$ cat config.mk
export PLATFORM = sky130hd
export DESIGN_NAME = sio_uart_bridge
export DESIGN_NICKNAME = d
export VERILOG_FILES = /design/src/rtl/sio_uart_bridge.sv
export SDC_FILE = /design/constraint.sdc
export NUM_CORES = 1
export LEC_CHECK = 0
export ABC_CLOCK_PERIOD_IN_PS = 6730
export CORE_MARGIN = 2
export CORE_UTILIZATION = 55
export DETAILED_ROUTE_END_ITERATION = 8
export PLACE_DENSITY = 0.72
export SLEW_MARGIN = 20
export SYNTH_ARGS = -nofsm -noshare
export SYNTH_HDL_FRONTEND = slang
export SYNTH_SLANG_ARGS = --single-unit
$ cat constraint.sdc
create_clock -name clk_sys -period 6.73 [get_ports clk_sys]
set_input_delay 2.019 -clock clk_sys [delete_from_list [all_inputs] [get_ports clk_sys]]
set_output_delay 2.019 -clock clk_sys [all_outputs]
set_load 0.005 [all_outputs]
$ cat src/rtl/sio_uart_bridge.sv
// Register-mapped 8N1 UART between the HPS extension bus and the Atari SIO data lines.
// Separate TX/RX FIFOs feed bit-timing FSMs whose bit period is (div+1)*PRESCALE clocks.
module sio_uart_bridge #(
  parameter int FIFO_AW   = 4,
  parameter int PRESCALE  = 16,
  parameter int DIV_RESET = 185
) (
  input  logic        clk_sys,
  input  logic        reset,
  input  logic [4:0]  uart_addr,
  input  logic        uart_enable,
  input  logic        uart_wr,
  input  logic [7:0]  uart_data_write,
  output logic [15:0] uart_data_read,
  input  logic        sio_rx,
  output logic        sio_tx,
  input  logic        sio_cmd_n
);
  localparam int DEPTH = 1 << FIFO_AW;
  localparam int CW    = $clog2(256 * PRESCALE + 1);
  localparam logic [FIFO_AW:0]   CNT_FULL = (FIFO_AW + 1)'(DEPTH);
  localparam logic [FIFO_AW:0]   CNT_ONE  = (FIFO_AW + 1)'(1);
  localparam logic [FIFO_AW-1:0] PTR_ONE  = FIFO_AW'(1);
  localparam logic [CW-1:0]      CW_ONE   = CW'(1);

  typedef enum logic [1:0] {S_IDLE, S_START, S_DATA, S_STOP} state_t;

  function automatic logic [CW-1:0] bit_len(input logic [7:0] d);
    return CW'((32'(d) + 32'd1) * 32'(PRESCALE));
  endfunction

  // Bus handshake: uart_enable and uart_wr are one-cycle strobes qualified by uart_addr.
  // There is no backpressure; every strobe is taken in the cycle it is seen, and read data
  // is registered into uart_data_read on the following edge, held until the next read.
  logic wr_data, wr_div, rd_pop, rd_err;
  assign wr_data = uart_wr && (uart_addr == 5'd0);
  assign wr_div  = uart_wr && (uart_addr == 5'd4);
  assign rd_pop  = uart_enable && (uart_addr == 5'd2);
  assign rd_err  = uart_enable && (uart_addr == 5'd5);

  logic [7:0] div_q;
  always_ff @(posedge clk_sys or posedge reset)
    if (reset)       div_q <= 8'(DIV_RESET);
    else if (wr_div) div_q <= uart_data_write;

  logic rx_s1, rx_s2, rx_prev, cmd_s1, cmd_s2;
  always_ff @(posedge clk_sys or posedge reset)
    if (reset) begin
      rx_s1 <= 1'b1; rx_s2 <= 1'b1; rx_prev <= 1'b1; cmd_s1 <= 1'b1; cmd_s2 <= 1'b1;
    end else begin
      rx_s1 <= sio_rx; rx_s2 <= rx_s1; rx_prev <= rx_s2; cmd_s1 <= sio_cmd_n; cmd_s2 <= cmd_s1;
    end

  // TX FIFO
  logic [7:0]         tx_mem [DEPTH];
  logic [FIFO_AW-1:0] tx_wp, tx_rp;
  logic [FIFO_AW:0]   tx_cnt;
  logic tx_full, tx_empty, tx_push, tx_pop, tx_drop;
  assign tx_full  = (tx_cnt == CNT_FULL);
  assign tx_empty = (tx_cnt == '0);
  assign tx_push  = wr_data && !tx_full;
  assign tx_drop  = wr_data && tx_full;

  always_ff @(posedge clk_sys)
    if (tx_push) tx_mem[tx_wp] <= uart_data_write;

  always_ff @(posedge clk_sys or posedge reset)
    if (reset) begin
      tx_wp <= '0; tx_rp <= '0; tx_cnt <= '0;
    end else begin
      if (tx_push) tx_wp <= tx_wp + PTR_ONE;
      if (tx_pop)  tx_rp <= tx_rp + PTR_ONE;
      case ({tx_push, tx_pop})
        2'b10:   tx_cnt <= tx_cnt + CNT_ONE;
        2'b01:   tx_cnt <= tx_cnt - CNT_ONE;
        default: ;
      endcase
    end

  // RX FIFO entries are {ferr, byte}; a pop frees room for a same-cycle push
  logic [8:0]         rx_mem [DEPTH];
  logic [FIFO_AW-1:0] rx_wp, rx_rp;
  logic [FIFO_AW:0]   rx_cnt;
  logic rx_full, rx_empty, rx_push, rx_pop, rx_wr, rx_drop, rx_ferr;
  logic [7:0] rx_sh;
  assign rx_full  = (rx_cnt == CNT_FULL);
  assign rx_empty = (rx_cnt == '0);
  assign rx_pop   = rd_pop && !rx_empty;
  assign rx_wr    = rx_push && (!rx_full || rx_pop);
  assign rx_drop  = rx_push && rx_full && !rx_pop;

  always_ff @(posedge clk_sys)
    if (rx_wr) rx_mem[rx_wp] <= {rx_ferr, rx_sh};

  always_ff @(posedge clk_sys or posedge reset)
    if (reset) begin
      rx_wp <= '0; rx_rp <= '0; rx_cnt <= '0;
    end else begin
      if (rx_wr)  rx_wp <= rx_wp + PTR_ONE;
      if (rx_pop) rx_rp <= rx_rp + PTR_ONE;
      case ({rx_wr, rx_pop})
        2'b10:   rx_cnt <= rx_cnt + CNT_ONE;
        2'b01:   rx_cnt <= rx_cnt - CNT_ONE;
        default: ;
      endcase
    end

  // TX FSM; the line is bit 0 of a 10-bit frame register so sio_tx comes straight from a flop
  state_t         tx_state, tx_state_nx;
  logic [9:0]     tx_frame;
  logic [7:0]     tx_div_q;
  logic [CW-1:0]  tx_timer, tx_len;
  logic [2:0]     tx_idx;
  logic           tx_tick, tx_load, tx_busy;
  assign tx_len  = bit_len(tx_div_q);
  assign tx_tick = (tx_timer == tx_len - CW_ONE);
  assign sio_tx  = tx_frame[0];

  always_ff @(posedge clk_sys or posedge reset)
    if (reset) tx_state <= S_IDLE;
    else       tx_state <= tx_state_nx;

  always_comb begin
    tx_state_nx = tx_state;
    case (tx_state)
      S_IDLE:  if (!tx_empty) tx_state_nx = S_START;
      S_START: if (tx_tick) tx_state_nx = S_DATA;
      S_DATA:  if (tx_tick && tx_idx == 3'd7) tx_state_nx = S_STOP;
      S_STOP:  if (tx_tick) tx_state_nx = tx_empty ? S_IDLE : S_START;
      default: tx_state_nx = S_IDLE;
    endcase
  end

  always_comb begin
    tx_load = (tx_state_nx == S_START) && (tx_state != S_START);
    tx_busy = (tx_state != S_IDLE);
    tx_pop  = tx_load;
  end

  always_ff @(posedge clk_sys or posedge reset)
    if (reset) begin
      tx_frame <= '1; tx_div_q <= '0; tx_timer <= '0; tx_idx <= '0;
    end else if (tx_load) begin
      tx_frame <= {1'b1, tx_mem[tx_rp], 1'b0};
      tx_div_q <= div_q;
      tx_timer <= '0;
      tx_idx   <= '0;
    end else if (tx_busy) begin
      if (tx_tick) begin
        tx_frame <= {1'b1, tx_frame[9:1]};
        tx_timer <= '0;
        if (tx_state == S_DATA) tx_idx <= tx_idx + 3'd1;
      end else begin
        tx_timer <= tx_timer + CW_ONE;
      end
    end

  // RX FSM; START lasts half a bit so later samples land at bit centres
  state_t         rx_state, rx_state_nx;
  logic [7:0]     rx_div_q;
  logic [CW-1:0]  rx_timer, rx_len, rx_half;
  logic [2:0]     rx_idx;
  logic           rx_tick, rx_half_tick, rx_fall;
  assign rx_len       = bit_len(rx_div_q);
  assign rx_half      = rx_len >> 1;
  assign rx_tick      = (rx_timer == rx_len - CW_ONE);
  assign rx_half_tick = (rx_timer == rx_half - CW_ONE);
  assign rx_fall      = rx_prev && !rx_s2;

  always_ff @(posedge clk_sys or posedge reset)
    if (reset) rx_state <= S_IDLE;
    else       rx_state <= rx_state_nx;

  always_comb begin
    rx_state_nx = rx_state;
    case (rx_state)
      S_IDLE:  if (rx_fall) rx_state_nx = S_START;
      S_START: if (rx_half_tick) rx_state_nx = rx_s2 ? S_IDLE : S_DATA;
      S_DATA:  if (rx_tick && rx_idx == 3'd7) rx_state_nx = S_STOP;
      S_STOP:  if (rx_tick) rx_state_nx = S_IDLE;
      default: rx_state_nx = S_IDLE;
    endcase
  end

  always_comb begin
    rx_push = (rx_state == S_STOP) && rx_tick;
    rx_ferr = !rx_s2;
  end

  always_ff @(posedge clk_sys or posedge reset)
    if (reset) begin
      rx_div_q <= '0; rx_timer <= '0; rx_idx <= '0; rx_sh <= '0;
    end else begin
      case (rx_state)
        S_IDLE: begin
          rx_timer <= '0;
          rx_idx   <= '0;
          if (rx_fall) rx_div_q <= div_q;
        end
        S_START: rx_timer <= rx_half_tick ? '0 : rx_timer + CW_ONE;
        S_DATA: begin
          if (rx_tick) begin
            rx_timer <= '0;
            rx_sh    <= {rx_s2, rx_sh[7:1]};
            rx_idx   <= rx_idx + 3'd1;
          end else begin
            rx_timer <= rx_timer + CW_ONE;
          end
        end
        S_STOP:  rx_timer <= rx_tick ? '0 : rx_timer + CW_ONE;
        default: rx_timer <= '0;
      endcase
    end

  // Sticky errors: a set in the same cycle as the clearing read wins
  logic err_rx_overrun, err_framing, err_tx_overflow;
  always_ff @(posedge clk_sys or posedge reset)
    if (reset) begin
      err_rx_overrun <= 1'b0; err_framing <= 1'b0; err_tx_overflow <= 1'b0;
    end else begin
      err_rx_overrun  <= (err_rx_overrun  && !rd_err) || rx_drop;
      err_framing     <= (err_framing     && !rd_err) || (rx_push && rx_ferr);
      err_tx_overflow <= (err_tx_overflow && !rd_err) || tx_drop;
    end

  logic [15:0] rd_data;
  always_comb begin
    rd_data = '0;
    case (uart_addr)
      5'd1: begin
        rd_data[0] = tx_full;
        rd_data[1] = tx_empty;
        rd_data[2] = tx_busy;
        rd_data[8 +: FIFO_AW + 1] = tx_cnt;
      end
      5'd2: if (!rx_empty) rd_data[9:0] = {rx_mem[rx_rp][8], 1'b1, rx_mem[rx_rp][7:0]};
      5'd3: begin
        rd_data[0] = rx_empty;
        rd_data[1] = rx_full;
        rd_data[2] = !cmd_s2;
        rd_data[8 +: FIFO_AW + 1] = rx_cnt;
      end
      5'd4: rd_data[7:0] = div_q;
      5'd5: rd_data[2:0] = {err_tx_overflow, err_framing, err_rx_overrun};
      default: rd_data = '0;
    endcase
  end

  always_ff @(posedge clk_sys or posedge reset)
    if (reset)            uart_data_read <= '0;
    else if (uart_enable) uart_data_read <= rd_data;

endmodule

# Yosys cells after proc, flatten, opt, wreduce, memory -nomap -nowiden

Memory sizes are Yosys's and may differ from the RTL's.
Index checks and enable logic that the tools add are counted.

Output and inout bits: 17
Word-level logic and storage cells: 161
Register bits: 125
Memories: 2
Bits in writable memories: 272
Bits of input ports: 19

Memory list:

| name   | depth | bits a word | read ports | clocked after Yosys merged registers in | write ports | line | source |
|---|---|---|---|---|---|---|---|
| rx_mem | 16    | 9           | 1          | 0                                       | 1           | 81   | `logic [8:0] rx_mem [DEPTH];` |
| tx_mem | 16    | 8           | 1          | 0                                       | 1           | 55   | `logic [7:0] tx_mem [DEPTH];` |

Multiplexer cells: 38
$add $sub $neg: 17
Equal/unequal tests: 29
Reduce and logical (&&, ||, !) cells: 49

Operators with widths:

| cell                                                                  | count |
|---|---|
| 13-bit 2-to-1 mux                                                     | 5 |
| 10-bit 2-to-1 mux                                                     | 4 |
| 13-bit == test                                                        | 3 |
| 13-bit case mux with 3 select lines                                   | 1 |
| 5-bit case mux with 2 select lines                                    | 3 |
| 13-bit by 1-bit adder with 13-bit output (second input constant)      | 2 |
| 13-bit by 1-bit subtractor with 13-bit output (second input constant) | 2 |
| 1-bit logical AND                                                     | 19 |
| 8-bit by 1-bit adder with 9-bit output (second input constant)        | 2 |
| 2-bit 2-to-1 mux                                                      | 9 |
| 4-bit by 1-bit adder with 4-bit output (second input constant)        | 4 |
| 2-bit case mux with 4 select lines                                    | 2 |
| 5-bit zero test                                                       | 3 |
| 3-bit 2-to-1 mux                                                      | 5 |
| 3-bit case mux with 5 select lines                                    | 1 |
| 2-bit nonzero test                                                    | 7 |
| 12-bit by 1-bit subtractor with 13-bit output (second input constant) | 1 |
| 2-bit == test (second input constant)                                 | 6 |
| 3-bit case mux with 2 select lines                                    | 2 |
| 5-bit by 1-bit adder with 5-bit output (second input constant)        | 2 |
| 2-bit by 1-bit == test with 1-bit output (second input constant)      | 5 |
| 5-bit by 2-bit == test with 1-bit output (second input constant)      | 2 |
| 5-bit by 3-bit == test with 1-bit output (second input constant)      | 2 |
| 5-bit == test (second input constant)                                 | 2 |
| 15 further kinds                                                      | 39 |

# Longest topological paths before layout

Word-level depth: 10
Gate-level depth with buffers: 18
Depth with buffers taken out: 16

# Worst setup path after synthesis

Ideal clock, no wire load.

Kind: input to register
Start point: input uart_addr[3]
End point: memory rx_mem[11][0] (enable)
Path buffers: 1
Data arrival time: 4.801 ns
Cell stages on the path: 8
Setup time: 0.399 ns
Data required time: 6.331 ns
Path slack: 1.530 ns
Cells stage by stage: or4b_2 > a211oi_1 > nand2_1 > nand3_1 > nand3_1 > or4_4 > buf_6 > nor4_1

Word-level cells in the longest chain between the ends: 7

RTL lines:

| item                                     | line | source |
|---|---|---|
| from (decl)                              | 10   | `input logic [4:0] uart_addr,` |
| 5-bit by 2-bit == test with 1-bit output | 38   | `assign rd_pop = uart_enable && (uart_addr == 5'd2);` |
| 1-bit logical AND                        | 38   |  |
| 1-bit logical AND                        | 88   | `assign rx_pop = rd_pop && !rx_empty;` |
| 1-bit logical OR                         | 89   | `assign rx_wr = rx_push && (!rx_full \|\| rx_pop);` |
| 1-bit logical AND                        | 89   |  |
| 1-bit 2-to-1 mux                         | 93   | `if (rx_wr) rx_mem[rx_wp] <= {rx_ferr, rx_sh};` |
| 1-bit 2-to-1 mux (implied by the code)   | 93   |  |
| to (decl)                                | 81   |  |

Every way passes these cells.

# Worst setup path in the final report

Start point: input uart_addr[1]
End point: register rx_cnt[4]

Word-level cells in the longest chain between the ends: 7
Elaborated cells between the ends (all ways): 9
Those cells by class: eq/ne: 3; mux: 1; reduce/logical: 5

RTL lines:

| item                                                                             | line | source |
|---|---|---|
| 5-bit by 2-bit == test with 1-bit output (*)                                     | 38   |  |
| 1-bit logical AND (*)                                                            | 38   |  |
| 1-bit logical AND (*)                                                            | 88   |  |
| 1-bit logical OR                                                                 | 89   |  |
| 1-bit logical AND                                                                | 89   |  |
| 2-bit by 1-bit == test with 1-bit output / 2-bit == test (equally long branches) | 101  | `case ({rx_wr, rx_pop})` |
| 5-bit case mux with 2 select lines / 2-bit nonzero test (equally long branches)  | --   |  |
| to (signal assigned)                                                             | 102  | `2'b10: rx_cnt <= rx_cnt + CNT_ONE;` |
| to (signal assigned)                                                             | 103  | `2'b01: rx_cnt <= rx_cnt - CNT_ONE;` |
| to (decl)                                                                        | 83   | `logic [FIFO_AW:0] rx_cnt;` |

Mark *: on every way between the ends. The rest lies on a longest branch, timed or not.
A chain may end at the register's enable or synchronous reset.

==> metrics.yaml <==
outcome:
  status: "completed"
critical_path:
  start_kind: "primary input"
  cp.required_ns: 7.13
  rr_startpoint: "rx_div_q[0]"
  reg2reg_to: "rx_cnt[4]"
  path_class: "in2reg"
  end_kind: "flip-flop"
  cp.arrival_ns: 5.99
  rr_worst_depth: 16
  cp_max_fo: 13
  rrSetupSlack_ns: 1.91
yosys:
  synthFlopType: "edfxtp_1"
  ys_top_cells_by_count: "edfxtp_1 (272), dfrtp_1 (105), mux4_2 (79)"
  synth_seq_cells: 396
  yosys.area.top_type_share_pct: 46.3
  synth_area_mm2: 0.0177
  ys_top_cells_by_area: "edfxtp_1 (46%), dfrtp_1 (15%), mux4_2 (10%), dfstp_2 (2.8%), mux2_2 (2.6%)"
  synth_edf_count: 272
  synth.most_common_cell: "edfxtp_1"
  ys_warn_count: 0
  synthArstFlopShare_pct: 31.3
  synth.avg_cell_area_um2: 15.1
  synth_cell_types: 69
  synth.yosys.seq_area_share_pct: 64.0
  synth_top_area_cell: "edfxtp_1"
  netlist_instances: 1167
die:
  design.core.area_mm2: 0.0316
  die_y_um: 183
  rows: 65
  start_util_pct: 55.9
  die_area_mm2: 0.0335
  io_pins: 36
  fp.dieW_um: 183
global_routing:
  grt_max_degree: 94
  grt_usage_pct: 22.2
  grt-ovfl-total: 0
  grt_pass1_wl_mm: 56.6
  grt_antenna_before_repair: 0
  first_global_vias: 9826
place:
  hpwl_mm: 24.0
  place_congestion: 0.842
  dp_cells: 1556
  placed_area_mm2: 0.0184
  port_buffers: 32
clock_tree:
  clock_path_buffers: 3
  cts-resized-gates: 0
  cts_buffers: 41
  cts.reportedPaths.clkPinSlew_ns: 0.06
  post_cts_buffers: 0
  cts_hold_buffers: 0
  cts_sinks: 396
  tritoncts: "done"
  clock_latency_ns: 0.54
  htreeDepth: 2
  cts_root_buf: "clkbuf_16"
sta:
  setup_violations: 0
  slew_violations: 0
  fin_crit_sh_pct: 83.1
  worst_slew_pin_slew_ns: 0.997
  hold_violations: 0
  worst_hold_slack_ns: 0.358
  skew_ns: 0.0278
  fmaxAchievable_mhz: 179
  rsz0062_at_grt: "no"
  tns_ns: 0
  relSlewSlack_pct: 33.0
  period_needed_ns: 5.59
routing:
  detail_route.iter0.violations: 938
  routed_wl_mm: 36.7
  viasPerCell: 6.08
  antenna_left: 0
  vias: 9922
  wl_per_cell_um: 22.5
  drc: 0
  dr.pass1.iters: 7
cells_and_area:
  syn2layout_area_growth_pct: 11.6
  fin_cells: 1632
  fillers: 2295
  drive_above_1_share_pct: 20.3
  final_core_util_pct: 62.4
  antenna_cells: 0
  postLayoutCellArea_mm2: 0.0197
  nNetsFinal: 1243
power_and_ir_drop:
  p_leak_uw: 0.00709
  p_per_area_mw_per_mm2: 335
  irDropWorstVdd_uv: 204
min_path:
  hold_depth: 0
  hold_path_class: "reg2reg"
  hold_end: "rx_s2"
  hold_path_startpoint: "rx_s1"
job:
  drv_cap: 0
[sequential cells by signal, indices dropped and copies added (netlist names), 8 cells and up, named ones only]
register / count
tx_div_q: 8
rx_sh: 8
div_q: 8
tx_timer: 13
tx_frame: 9
rx_mem: 144
rx_timer: 13
uart_data_read: 13
tx_mem: 128
rx_div_q: 8
[area by class of cell]
| type | count | area [µm²] | area share (%) |
|---|---|---|---|
| sequential | 396 | 11300 | 57.3 |
| multi-input combinational | 672 | 5990 | 30.4 |
| clock buffer | 51 | 1070 | 5.45 |
| tap | 402 | 503 | 2.55 |
| timing repair buffer | 53 | 478 | 2.43 |
| clock inverter | 25 | 235 | 1.19 |
| inverter | 33 | 129 | 0.654 |
[worst max-delay path by stage]
| stage | from | end |
|---|---|---|
| 2_1_floorplan | reset | async pin |
| 3_3_place_gp | uart_addr[1] | rx_cnt[4] |
| 3_5_place_dp | uart_addr[1] | rx_cnt[4] |
| 4_1_cts | uart_addr[1] | rx_cnt[4] |
| 5_1_grt | uart_addr[1] | rx_cnt[4] |
| 6_report | uart_addr[1] | rx_cnt[4] |
[critical path: stages]
cell and delay, ns:
clkdlybuf4s50_1 0.58, or4b_2 0.63, a211oi_1 0.23, buf_4 0.21, nand2_1 0.13, nand3_1 0.18, nand3_1 0.09, or4_4 0.57
ha_1 0.29, inv_1 0.12, fa_1 0.21, inv_1 0.05, a21o_1 0.16, a21oi_1 0.18, xnor2_1 0.14, nor2_1 0.07
xnor2_1 0.13
[layout by cell type (no fill, tap or decap), types with 6 or more instances in the layout]
| cell type | Yosys | routed |
|---|---|---|
| o21ai_0 | 23 | 23 |
| nand3_1 | 26 | 26 |
| xnor2_1 | 49 | 49 |
| a221o_1 | 6 | 6 |
| dfstp_2 | 19 | 19 |
| edfxtp_1 | 272 | 272 |
| clkdlybuf4s50_1 | 0 | 32 |
| buf_4 | 4 | 21 |
| clkinv_2 | 0 | 10 |
| and2_1 | 19 | 19 |
| a22oi_1 | 10 | 10 |
| and3_1 | 17 | 17 |
| nor2b_1 | 6 | 6 |
| a31oi_1 | 7 | 7 |
| mux2_2 | 40 | 40 |
| nor2_1 | 61 | 61 |
| nor3_1 | 24 | 24 |
| o22ai_1 | 7 | 7 |
| a31o_2 | 9 | 9 |
| mux4_2 | 79 | 79 |
| clkbuf_1 | 50 | 9 |
| inv_1 | 33 | 32 |
| xor2_1 | 33 | 33 |
| nor4_1 | 23 | 19 |
| nor4_2 | 2 | 6 |
| dfrtp_1 | 105 | 103 |
| ha_1 | 26 | 26 |
| clkbuf_16 | 0 | 41 |
| nand4_1 | 10 | 10 |
| nand2_1 | 65 | 65 |
| mux2i_1 | 12 | 12 |
| a21oi_1 | 29 | 29 |
[logic make-up (layout without fill, tap and decap cells)]
family	Yosys count	count (layout)	synth area share [%]
DFF	396	396	64.0
buffers and inverters	101	162	2.28
and+or+nand+nor	292	292	8.70
AOI/OAI and AO/OA	133	133	5.22
xor gates and xnor gates	85	85	4.45
other	1	3	0.0212
muxes	131	131	13.3
adders and majority gates	28	28	2.01
[per-layer routing]
metal  part of all wire [%]  GRT usage (%)  routed length [µm]  vias up
met4                    2.5           6.34                 907        0
met3                    4.3           3.22                1580       60
li1                       -              -                   -     4540
met2                     51           38.3               18800      235
met1                     42           29.8               15400     5087
met5                      0              0                   0        -
[power breakdown]
group / switching [µW] / internal (µW)
clock: 933 / 1260
sequential: 280 / 2790
combinational: 679 / 659
total: 1890 / 4710
[stage by stage]
stage / total power [µW] / setup slack (ns)
floorplan: 4130 / 1.44
global placement: 4430 / 0.674
detailed placement: 4460 / 0.606
CTS: 6650 / 1.14
global route: 6910 / 0.882
finish: 6600 / 1.14
Power figures use the tool's default switching activity.
